$ cat config.mk
export PLATFORM = sky130hd
export DESIGN_NAME = i2s_encoder
export DESIGN_NICKNAME = d
export VERILOG_FILES = /design/src/rtl/i2s_encoder.sv
export SDC_FILE = /design/constraint.sdc
export NUM_CORES = 1
export LEC_CHECK = 0
export BUFFER_PORTS_ARGS = -buffer_cell sky130_fd_sc_hd__buf_2
export CORE_ASPECT_RATIO = 0.9
export CORE_MARGIN = 3
export CORE_UTILIZATION = 35
export CTS_CLUSTER_DIAMETER = 80
export DETAILED_ROUTE_END_ITERATION = 12
export SYNTH_ARGS = -nofsm -noshare
export SYNTH_HDL_FRONTEND = slang
export SYNTH_SLANG_ARGS = --single-unit
$ cat constraint.sdc
create_clock -name clock -period 6.21 [get_ports clock]
set_input_delay 0.621 -clock clock [delete_from_list [all_inputs] [get_ports clock]]
set_output_delay 0.621 -clock clock [all_outputs]
set_load 0.02 [all_outputs]
$ cat src/rtl/i2s_encoder.sv
`default_nettype none
// ============================================================================
// Module      : i2s_encoder
// Description : Philips I2S transmitter and bus master.
//               Generates ck/lr from clock and serialises one 16-bit
//               left/right sample pair per frame.
//               Optional macro I2S_SLOT32_EN widens each slot to 32 bits
//               (16 data bits followed by 16 zero bits).
// Revision    : 1.0 - initial release
// ============================================================================
module i2s_encoder #(
    parameter int DIV = 8
) (
    input  logic        clock,
    input  logic        reset,
    input  logic [15:0] lmidi,
    input  logic [15:0] rmidi,
    output logic        req,
    output logic        ck,
    output logic        lr,
    output logic        d
);

`ifdef I2S_SLOT32_EN
    localparam int c_slot_bits = 32;
`else
    localparam int c_slot_bits = 16;
`endif

    localparam logic [7:0] c_div_last = 8'(DIV - 1);
    localparam logic [5:0] c_slot     = 6'(c_slot_bits);
    localparam logic [5:0] c_bit_last = 6'(2 * c_slot_bits - 1);
    localparam logic [5:0] c_j_mask   = 6'(c_slot_bits - 1);

    logic [7:0]  r_dcnt;
    logic        r_ck;
    logic [5:0]  r_bcnt;
    logic        r_lr;
    logic        r_d;
    logic        r_req;
    logic [15:0] r_lh;
    logic [15:0] r_rh;

    logic [5:0]  w_b_next;
    logic        w_lr_next;
    logic [5:0]  w_j;
    logic [15:0] w_word;
    logic        w_bit;

    // The bit sent after a fall belongs to the index being left (k = b-1),
    // so the word is read from the holding registers before any new capture.
    always_comb begin
        w_b_next  = (r_bcnt == c_bit_last) ? 6'd0 : r_bcnt + 6'd1;
        w_lr_next = (w_b_next >= c_slot);
        w_j       = r_bcnt & c_j_mask;
        w_word    = (r_bcnt >= c_slot) ? r_rh : r_lh;
        w_bit     = 1'b0;
        if (w_j < 6'd16) begin
            w_bit = w_word[4'd15 - w_j[3:0]];
        end
    end

    always_ff @(posedge clock) begin
        if (!reset) begin
            r_dcnt <= 8'd0;
            r_ck   <= 1'b0;
            r_bcnt <= c_bit_last;
            r_lr   <= 1'b1;
            r_d    <= 1'b0;
            r_req  <= 1'b0;
            r_lh   <= 16'd0;
            r_rh   <= 16'd0;
        end else begin
            r_req <= 1'b0;
            if (r_dcnt == c_div_last) begin
                r_dcnt <= 8'd0;
                r_ck   <= ~r_ck;
                if (r_ck) begin
                    r_bcnt <= w_b_next;
                    r_lr   <= w_lr_next;
                    r_d    <= w_bit;
                    if (w_b_next == 6'd0) begin
                        r_lh  <= lmidi;
                        r_rh  <= rmidi;
                        r_req <= 1'b1;
                    end
                end
            end else begin
                r_dcnt <= r_dcnt + 8'd1;
            end
        end
    end

    assign req = r_req;
    assign ck  = r_ck;
    assign lr  = r_lr;
    assign d   = r_d;

endmodule
`default_nettype wire

After elaboration in Yosys (flattened, before gate mapping)
Index checks and enable logic that the tools add are counted.

Flip-flop bits (word level): 50. Input bits: 34. Output and inout bits: 4. Word-level logic and storage cells: 30.

Add/sub/neg operators: 3. Magnitude comparators: 4. Eq/ne operators: 2. Multiplexer cells: 6. Bitwise gates (word level): 2. Reduce and logical (&&, ||, !) cells: 5.

Operator list (number): two-way mux 16 bit (1); >= comparator 6 x 5 -> 1 bit (second input constant) (2); less-than comparator 4 x 5 -> 1 bit (second input constant) (2); adder 8 x 1 -> 8 bit (second input constant) (1); == test 8 x 3 -> 1 bit (second input constant) (1); adder 6 x 1 -> 6 bit (second input constant) (1); == test 6 x 5 -> 1 bit (second input constant) (1); logical NOT 6 bit (1); two-way mux 6 bit (1); AND reduction 3 bit (2); binary-select mux 1 bit (select 4 bit) (1); subtractor 4 bit (first input constant) (1); two-way mux 1 bit (3); inverter 1 bit (2); AND reduction 2 bit (1); OR reduction 2 bit (1).

Depth between registers and ports, before layout
Gate-level depths: netlist of the first run.

Depth after elaboration: 5. Depth in mapped cells: 7. Mapped depth without buffers: 6.

Worst setup path after synthesis of the first run
No wires, ideal clock.

Kind: register -> register. From: register r_dcnt[7]. To: register r_bcnt[5]. Setup time: 0.070 ns. Data arrival time: 2.026 ns. Data required time: 6.140 ns. Slack: 4.114 ns. Cell stages (with the launch flop): 6. Path buffers: 1. Period minus slack after synthesis: 2.096 ns. Cell sequence: dfxtp_1 -> or4_4 -> or4b_1 -> buf_2 -> or4b_1 -> a21oi_1.

Cells in the longest elaborated chain, start to end: 2.

Ends and longest elaborated chain: start: declaration (line 35) `logic [7:0] r_dcnt;`; start signal: assignment (line 89) `r_dcnt <= r_dcnt + 8'd1;`; == test 8 x 3 -> 1 bit (line 75) `if (r_dcnt == c_div_last) begin`; AND reduction 2 bit (no source line); end signal: assignment (line 67) `r_bcnt <= c_bit_last;`; end signal: assignment (line 79) `r_bcnt <= w_b_next;`; end: declaration (line 37) `logic [5:0] r_bcnt;`.

No other way between the ends. A chain may end at the register's enable or synchronous reset.

Worst setup path after layout of the first run
From: register r_dcnt[6]. To: register r_lh[13].

Cells in the longest elaborated chain, start to end: 2.

Ends and longest elaborated chain: == test 8 x 3 -> 1 bit (line 75); AND reduction 3 bit (no source line); end signal: assignment (line 83) `r_lh <= lmidi;`; end: declaration (line 41) `logic [15:0] r_lh;`.

No other way between the ends.

==> qor.yml, run 1 <==
sta:
  rsz0062_at_grt: "no"
  hold_violations: 0
  worst_clock_skew_ns: 0.004822
  maxSlewViolCount: 0
  setup-violations-final: 0
  max_freq_mhz: 403.9
  max-slew-margin-rel: 0.5480
  finalCriticalPeriod_ns: 2.476
  worstMarginPinSlew_ns: 0.6780
  fin_setup_tns_ns: 0
  period_share: 0.3987
drt:
  antenna_left: 0
  via_count: 1799
  drt_iter0_markers: 82
  route.detailed.wl_per_inst_um: 12.32
  routed_wl_um: 4646
  first_pass_iters: 4
  vias_per_cell: 4.772
  drc: 0
logic_synthesis:
  synth_area_leaders: "dfxtp_1 42%, mux2i_1 16%, nand2_1 12%, mux4_2 4.8%, xor2_1 2.2%"
  synth_top_cell_by_area: "dfxtp_1"
  syn_nets: 296
  syn_area_um2: 2367
  synth_top_area_share: 0.4228
  ys_seq_area_frac: 0.4228
  yosys_most_used_dff: "dfxtp_1"
  synthCells: 260
  yosys.cell_types.count: 43
  synthArstFlopShare: 0
  synth-edff-count: 0
  avgSynthCellArea_um2: 9.105
  synth_seq_cells: 50
  yosysWarningCount: 0
critical_path:
  critPathMaxStageDelay_ns: 0.53
  path_delay_family: "simple AND/OR/NAND/NOR gates"
  worstPathCellList: "or4_4 -> nor4b_2 -> nand3_1 -> a21oi_4 -> buf_4 -> mux2i_1"
  startpoint: "r_dcnt[6]"
  cp.required_ns: 6.44
  endpoint_kind: "register"
  crit_end: "r_lh[13]"
  timing.rr.start: "r_dcnt[6]"
  critical_path.startpoint_type: "register"
  crit_buf_inv: 1
  r2r_slack_ns: 3.73
  slowest_stage: "or4_4"
  worstPathMaxFanout: 32
  path_class: "reg2reg"
  r2r_cells: 6
  arrival_ns: 2.70
  crit_cells: 6
  r2r-end: "r_lh[13]"
finish:
  nets: 325
  fillCellCount: 640
  stdcell_count: 377
  diodes: 0
  area_growth_pct: 14.06
  drive_gt1_frac: 0.2000
global_routing:
  grt_max_degree: 75
  grt_use_total: 0.1276
  grt_pass1_vias: 1721
  grt-ovfl-total: 0
  grt_antenna_before_repair: 0
  grt_pass1_wl_um: 8024
power_and_ir_drop:
  powerDensity_nw_per_um2: 200.5
  ir_drop_mv: 0.07938
  leakagePower_nw: 1.010
die:
  rows: 27
  die_w_um: 92.69
  die_h_um: 84.02
  core_um2: 6317
  io_pins: 38
  die-area_um2: 7788
  start_util: 0.3747
clock_tree:
  cts_resized: 0
  path_clk_slew_ns: 0.09
  postCtsHoldBufs: 0
  cts-htree-levels: 2
  root_buffer: "clkbuf_8"
  cts_setup_buffers: 0
  clock_path_buffers: 2
  numCtsBuffers: 5
  cts_sinks: 50
  insertion_delay_ns: 0.30
  cts_tree: "built"
run:
  max_cap_violations: 0
outcome:
  outcome: "complete, no violations"
place:
  dp.cells: 369
  routabilityCongestion: 0.7444
  io_buffer_count: 37
  hpwl_um: 3186
hold_path:
  hold_path_class: "reg2reg"
placed cells by master, fill, tap and decap left out, drive strengths merged, types with 3 or more instances in the layout:
master / count
nand2: 75
dfxtp: 50
buf: 40
mux2i: 38
nand3: 10
nor2: 10
xor2: 6
mux4: 5
clkbuf: 5
xnor2: 4
and3: 3
a21oi: 3
through the flow:
| stage | power (mW) | hold slack [ns] | setup slack (ns) | utilization | cell area, um^2 |
|---|---|---|---|---|---|
| detailed placement | 0.3584 | 0.4477 | 3.748 | 0.4132 | 2610 |
| finish | 0.5414 | 0.4610 | 3.734 | 0.4274 | 2700 |
| floorplan | 0.3449 | 0.4132 | 4.114 | - | 2367 |
| global route | 0.5678 | 0.4793 | 3.525 | 0.4274 | 2700 |
| CTS | 0.5508 | 0.4649 | 3.728 | 0.4274 | 2700 |
| global placement | 0.3583 | 0.4294 | 3.831 | 0.4132 | 2610 |
routing by layer:
| metal | track usage | part of all wire | wire length (um) | vias up |
|---|---|---|---|---|
| met3 | 0.03607 | 0.041 | 191 | 10 |
| met2 | 0.1785 | 0.41 | 1918 | 32 |
| li1 | - | - | - | 951 |
| met5 | 0 | 0 | 0 | - |
| met1 | 0.1857 | 0.53 | 2467 | 806 |
| met4 | 0.04527 | 0.015 | 68 | 0 |
where the power goes:
| group | internal [mW] | leakage [nW] | switching, mW |
|---|---|---|---|
| Sequential | 0.322 | 0.403 | 0.00154 |
| Clock | 0.0793 | 0.0441 | 0.111 |
| Combinational | 0.0120 | 0.562 | 0.0149 |
| Total | 0.413 | 1.01 | 0.128 |
cell usage after synthesis (all sizes together) (2+ instances only):
| cell | instances |
|---|---|
| xnor2 | 4 |
| o21ai | 2 |
| mux4 | 5 |
| nand3 | 10 |
| o21bai | 2 |
| or4b | 2 |
| and3 | 3 |
| nor3b | 2 |
| xor2 | 6 |
| nor3 | 2 |
| a211oi | 2 |
| dfxtp | 50 |
| ha | 2 |
| nor4 | 2 |
| nor2 | 10 |
| a21oi | 3 |
| mux2i | 38 |
| or3 | 2 |
| clkbuf | 13 |
| buf | 5 |
| nand2 | 75 |
flip-flops by register name (all words and copies together), names as in the netlist:
| signal | flops |
|---|---|
| ck | 1 |
| d | 1 |
| lr | 1 |
| r_bcnt | 6 |
| r_dcnt | 8 |
| r_lh | 16 |
| r_rh | 16 |
| req | 1 |
worst min-delay path, cell delays in order (launching register included):
cell	delay (ns)
dfxtp_1	0.32
nand2_1	0.05
mux2i_1	0.05
cell families (layout without fill, tap and decap cells):
logic type,Yosys count,count (layout),share of synthesized area
AO/OA/AOI/OAI,19,19,0.05868
AND/OR/NAND/NOR,116,116,0.2220
adder cells (fa/ha/maj),2,2,0.01057
multiplexers,44,44,0.2130
buffers and inverters,19,49,0.03594
flip-flops,50,50,0.4228
XOR/XNOR,10,10,0.03700
layout make-up:
type                            instances  area, um^2  area share
Clock buffer                            5       68.82     0.02549
Clock inverter                          3       21.27    0.007878
Inverter                                1       3.754    0.001390
Multi-Input combinational cell        191        1289      0.4773
Sequential cell                        50        1001      0.3707
Tap cell                               87       108.9     0.04031
Timing Repair Buffer                   40       207.7     0.07692
worst min-delay path by stage:
stage	to	cells after the start	from	slack [ns]
after CTS	r_rh[13]	2	r_rh[13]	0.46
after global routing	r_rh[0]	2	r_rh[0]	0.48
after global placement	r_dcnt[0]	1	r_dcnt[0]	0.43
after floorplan	r_dcnt[0]	1	r_dcnt[0]	0.41
after detailed placement	r_lh[8]	2	r_lh[8]	0.45
final	r_rh[13]	2	r_rh[13]	0.46
(Power assumes the default switching activity.)
==> inputs of run 2 (changes only) <==
- clock period: 6.21 -> 2.4 ns (I/O delays scaled with it)
==> qor.yml, run 2 (synthesis gave the netlist of run 1 again) <==
critical_path:
  crit_buf_inv: 1  # unchanged
  slowest_stage: "or4_4"
  critPathMaxStageDelay_ns: 0.55  # +0.02 ns
  r2r_slack_ns: 0.32  # -3.42 ns
  endpoint_kind: "register"
  worstPathCellList: "or4_4 -> nor4b_2 -> nand3_1 -> a21oi_4 -> buf_4 -> mux2i_1"
  arrival_ns: 2.32  # -0.38 ns
  cp.required_ns: 2.63  # -3.81 ns
  worstPathMaxFanout: 19  # -41%
  path_delay_family: "simple AND/OR/NAND/NOR gates"
  timing.rr.start: "r_dcnt[7]"
  critical_path.startpoint_type: "register"
  crit_cells: 6  # unchanged
  path_class: "reg2reg"
  r2r-end: "r_lh[14]"
  r2r_cells: 6  # unchanged
global_routing:
  grtUsageMet2: 0.1759  # -0.002635
  grt_use_met3: 0.02976  # -0.006312
  grt_pass1_vias: 1723  # +0.12%
  grt_antenna_before_repair: 0  # unchanged
  grt-ovfl-total: 0  # unchanged
  grt_pass1_wl_um: 8017  # about the same
  busiest_layer: "met1"
  grt_use_total: 0.1264  # -0.001175
  grt_max_degree: 49  # -35%
  use_met1: 0.1904  # +0.004791
sta:
  worst_clock_skew_ns: 0.005011  # +0.0001889 ns
  maxSlewViolCount: 0  # unchanged
  worstMarginPinSlew_ns: 0.4307  # -0.2473 ns
  fin_setup_tns_ns: 0  # unchanged
  rsz0062_at_grt: "no"
  hold_violations: 0  # unchanged
  finalCriticalPeriod_ns: 2.083  # -0.3926 ns
  max_freq_mhz: 480.0  # +19%
  max-slew-margin-rel: 0.7129  # +0.1648
  setup-violations-final: 0  # unchanged
  hold-worst-slack_ns: 0.1718  # -0.2891 ns
  period_share: 0.8681  # +0.4694
clock_tree:
  cts_tree: "built"
  cts_sinks: 50  # unchanged
  path_clk_slew_ns: 0.09  # about the same
  numCtsBuffers: 5  # unchanged
  cts_resized: 0  # unchanged
  root_buffer: "clkbuf_8"
  postCtsHoldBufs: 0  # unchanged
  cts_setup_buffers: 0  # unchanged
  insertion_delay_ns: 0.30  # about the same
  clock_path_buffers: 2  # unchanged
  cts-htree-levels: 2  # unchanged
hold_path:
  hold_path_depth: 3  # +1
  hold_path_class: "in2reg"
  holdCritStartpoint: "rmidi[1]"
  min_to: "r_rh[1]"
power_and_ir_drop:
  p_int_mw: 1.097  # +170%
  powerDensity_nw_per_um2: 513.5  # +160%
  clock_power_share: 0.356  # +0.004
  p_seq_frac: 0.593  # -0.005
  leakagePower_nw: 1.041  # +3.1%
  combPwrFrac: 0.051  # about the same
  swShare: 0.2229  # -0.01347
  switching_power_uw: 314.7  # +150%
  ir_drop_mv: 0.2432  # +210%
die:
  die_h_um: 84.02  # unchanged
  rows: 27  # unchanged
  io_pins: 38  # unchanged
  die-area_um2: 7788  # unchanged
  core_um2: 6317  # unchanged
  start_util: 0.3747  # unchanged
  die_w_um: 92.69  # unchanged
drt:
  routed_wl_um: 4771  # +2.7%
  first_pass_iters: 4  # unchanged
  via_count: 1824  # +1.4%
  drc: 0  # unchanged
  antenna_left: 0  # unchanged
  vias_per_cell: 4.762  # -0.20%
  route.detailed.wl_per_inst_um: 12.46  # +1.1%
  drt_iter0_markers: 77  # -6.1%
outcome:
  outcome: "complete, no violations"
place:
  routabilityCongestion: 0.7974  # +7.1%
  hpwl_um: 3398  # +6.7%
  io_buffer_count: 37  # unchanged
finish:
  layout_commonest_cell: "nand2_1"
  area_growth_pct: 16.17
  fillCellCount: 634  # -0.94%
  final_cell_mix: "75 x nand2_1, 50 x dfxtp_1, 38 x mux2i_1"
  diodes: 0  # unchanged
  nets: 331  # +1.8%
  largestRegisters: "r_lh (16), r_rh (16), r_dcnt (8)"
  drive_gt1_frac: 0.2162  # +0.01622
run:
  max_cap_violations: 0  # unchanged
==> run 2: power by group through the flow <==
stage	Combinational, mW	Clock (mW)	Sequential, mW
after global placement	0.0723	0	0.856
after detailed placement	0.0731	0	0.857
final	0.0718	0.503	0.837
after floorplan	0.0368	0	0.856
after CTS	0.0729	0.524	0.837
after global routing	0.0817	0.555	0.838
==> run 2: worst max path at each step <==
| stage | from | to | slack, ns |
|---|---|---|---|
| final | r_dcnt[7] | r_lh[14] | 0.32 |
| after CTS | r_dcnt[7] | r_lh[14] | 0.30 |
| after global routing | r_dcnt[6] | r_lh[6] | 0.17 |
| after detailed placement | r_dcnt[7] | r_lh[4] | 0.35 |
| after floorplan | r_dcnt[7] | r_bcnt[5] | 0.30 |
| after global placement | r_dcnt[7] | r_lh[4] | 0.35 |
==> run 2: metrics by stage <==
stage                     utilization  area, um^2  setup WS [ns]  power (mW)  std cells
after global routing           0.4353        2750         0.1671       1.475        383
after floorplan                     -        2367         0.3040      0.8925        260
after detailed placement       0.4203        2655         0.3466      0.9297        375
final                          0.4353        2750         0.3166       1.412        383
after CTS                      0.4353        2750         0.3012       1.434        383
after global placement         0.4203        2655         0.3505      0.9288        375
==> run 2: routing by layer <==
metal | up-vias | routed length, um
met5 | - | 0
met4 | 0 | 37
met3 | 4 | 174
met2 | 26 | 1920
met1 | 820 | 2639
li1 | 974 | -
==> run 2: area by class of cell <==
cell class	instances	area, um^2	area share
Clock buffer	6	82.58	0.03003
Clock inverter	2	12.51	0.004550
Inverter	1	3.754	0.001365
Multi-Input combinational cell	191	1289	0.4686
Sequential cell	50	1001	0.3640
Tap cell	87	108.9	0.03958
Timing Repair Buffer	46	252.7	0.09190
==> run 2: worst register-to-register path, stage by stage (launching register included) <==
cell and delay [ns]:
dfxtp_1 0.34, or4_4 0.55, nor4b_2 0.27, nand3_1 0.16, a21oi_4 0.15, buf_4 0.33
mux2i_1 0.23
==> inputs of run 3 (changes only) <==
- CORE_UTILIZATION: 35 -> 47
- PLACE_DENSITY: not set -> 0.71
- clock period: 2.4 -> 1.87 ns (I/O delays scaled with it)
==> qor.yml, run 3 (synthesis gave the netlist of run 1 again) <==
critical_path:
  path_class: "reg2reg"
  endpoint_kind: "register"
  critPathMaxStageDelay_ns: 0.56  # about the same
  critical_path.startpoint_type: "register"
  slowest_stage: "or4_4"
  arrival_ns: 2.31  # about the same
  worstPathCellList: "or4_4 -> or4b_4 -> or4b_1 -> a21oi_1"
  path_delay_family: "simple AND/OR/NAND/NOR gates"
  crit_buf_inv: 0  # -1
  worstPathMaxFanout: 3  # -16
  cp.required_ns: 2.11  # -0.52 ns
sta:
  finalCriticalPeriod_ns: 2.075  # -0.008063 ns
  hold_violations: 0  # unchanged
  worstMarginPinSlew_ns: 0.3585  # -0.07220 ns
  worst_slack_ns: -0.2053  # -0.5219 ns
  hold-worst-slack_ns: 0.1112  # -0.06060 ns
  max_freq_mhz: 481.9  # +0.39%
  maxSlewViolCount: 0  # unchanged
  rsz0062_at_grt: "yes"
  setup-violations-final: 36  # +36
  worst_clock_skew_ns: 0.007301  # +0.002290 ns
  max-slew-margin-rel: 0.7605  # +0.04762
  period_share: 1.110  # +0.2417
clock_tree:
  clock_path_buffers: 2  # unchanged
  numCtsBuffers: 5  # unchanged
  cts_sinks: 50  # unchanged
  path_clk_slew_ns: 0.09  # about the same
  cts-htree-levels: 2  # unchanged
  insertion_delay_ns: 0.31  # about the same
  root_buffer: "clkbuf_8"
  cts_tree: "built"
  postCtsHoldBufs: 0  # unchanged
global_routing:
  grt_use_met3: 0.04657  # +0.01681
  grt_use_total: 0.1902  # +0.06375
  grt-ovfl-total: 0  # unchanged
  busiest_layer: "met1"
  grt_max_degree: 35  # -29%
  grtUsageMet2: 0.2707  # +0.09485
  grt_antenna_before_repair: 0  # unchanged
  grt_pass1_wl_um: 8631  # +7.7%
  grt_pass1_vias: 1800  # +4.5%
  use_met1: 0.2792  # +0.08875
die:
  core_um2: 4662  # -26%
  die_w_um: 80.81  # -13%
  io_pins: 38  # unchanged
  start_util: 0.5078  # +0.1331
  rows: 23  # -15%
  die_h_um: 73.33  # -13%
  die-area_um2: 5925  # -24%
hold_path:
  hold_path_class: "in2reg"
finish:
  final_cell_mix: "75 x nand2_1, 49 x dfxtp_1, 38 x mux2i_1"
  drive_gt1_frac: 0.2816  # +0.06543
  area_growth_pct: 25.69
  largestRegisters: "r_lh (16), r_rh (16), r_dcnt (8)"
  fin_area_um2: 2975  # +8.2%
  layout_commonest_cell: "nand2_1"
  diodes: 0  # unchanged
  nets: 351  # +6.0%
drt:
  first_pass_iters: 4  # unchanged
  route.detailed.wl_per_inst_um: 14.25  # +14%
  antenna_left: 0  # unchanged
  via_count: 1976  # +8.3%
  vias_per_cell: 5.228  # +9.8%
  drt_iter0_markers: 133  # +73%
  routed_wl_um: 5386  # +13%
  drc: 0  # unchanged
power_and_ir_drop:
  clock_power_share: 0.359  # +0.003
  switching_power_uw: 412.3  # +31%
  swShare: 0.2257  # +0.002797
  p_int_mw: 1.415  # +29%
  combPwrFrac: 0.054  # +0.003
  ir_drop_mv: 0.3818  # +57%
  powerDensity_nw_per_um2: 614.1  # +20%
  p_seq_frac: 0.587  # -0.006
  leakagePower_nw: 1.177  # +13%
outcome:
  outcome: "finished with violations"
  violations: "setup timing"
place:
  routabilityCongestion: 0.8715  # +9.3%
  placed_area_um2: 2746  # +3.4%
  hpwl_um: 3468  # +2.0%
  io_buffer_count: 37  # unchanged
run:
  max_cap_violations: 0  # unchanged
-- run 3: power by group through the flow --
stage | Clock, mW | Sequential, mW | Combinational [mW]
floorplan | 0 | 1.10 | 0.0472
finish | 0.656 | 1.07 | 0.0989
global placement | 0 | 1.10 | 0.0977
detailed placement | 0 | 1.10 | 0.0985
global route | 0.724 | 1.07 | 0.114
CTS | 0.668 | 1.07 | 0.0989
-- run 3: cell type report --
| cell class | instances | area, um^2 |
|---|---|---|
| fillers | 404 | 1687 |
| multi-input cells | 191 | 1318 |
| flip-flops and latches | 50 | 1002 |
| repair buffers | 66 | 483.0 |
| clock buffers | 7 | 86.33 |
| well taps | 62 | 77.57 |
| clock inverters | 1 | 5.005 |
| inverters | 1 | 3.754 |
-- run 3: worst min-delay path: cells and delay by family --
family | cells | cell delay, ns
buffers and inverters | 1 | 0.09
multiplexers | 1 | 0.05
AND/OR/NAND/NOR | 1 | 0.04
-- run 3: stage by stage --
step | power (mW) | utilization | setup TNS (ns) | setup WS, ns | std cells
finish | 1.827 | 0.6382 | -4.785 | -0.2053 | 378
global route | 1.912 | 0.6382 | -7.708 | -0.2675 | 378
CTS | 1.839 | 0.6229 | -3.400 | -0.1724 | 375
detailed placement | 1.196 | 0.5891 | -4.233 | -0.1633 | 363
global placement | 1.195 | 0.5891 | -2.286 | -0.1087 | 363
floorplan | 1.146 | - | -5.149 | -0.2260 | 260
-- run 3: worst paths after layout --
check                               start   endpoint  slack (ns)  cells after the start
worst max register to register  r_dcnt[7]  r_bcnt[5]       -0.21                      4
worst max-delay path            r_dcnt[7]  r_bcnt[5]       -0.21                      4
worst min register to register    r_rh[4]    r_rh[4]        0.46                      2
worst min-delay path            rmidi[12]   r_rh[12]        0.11                      3
-- run 3: repair_timing --
action | 4_1_cts | 5_1_grt
gates resized for setup | 4 | 11
cloned | 1 | 2
setup buffers | 4 | 3
setup endpoints to repair | 36 | 40
pin swaps | 1 | 2
-- run 3: per-layer routing --
metal  share of wire  up-vias
li1                -     1001
met4           0.014        0
met2            0.43       45
met5               0        -
met1            0.50      921
met3           0.049        9
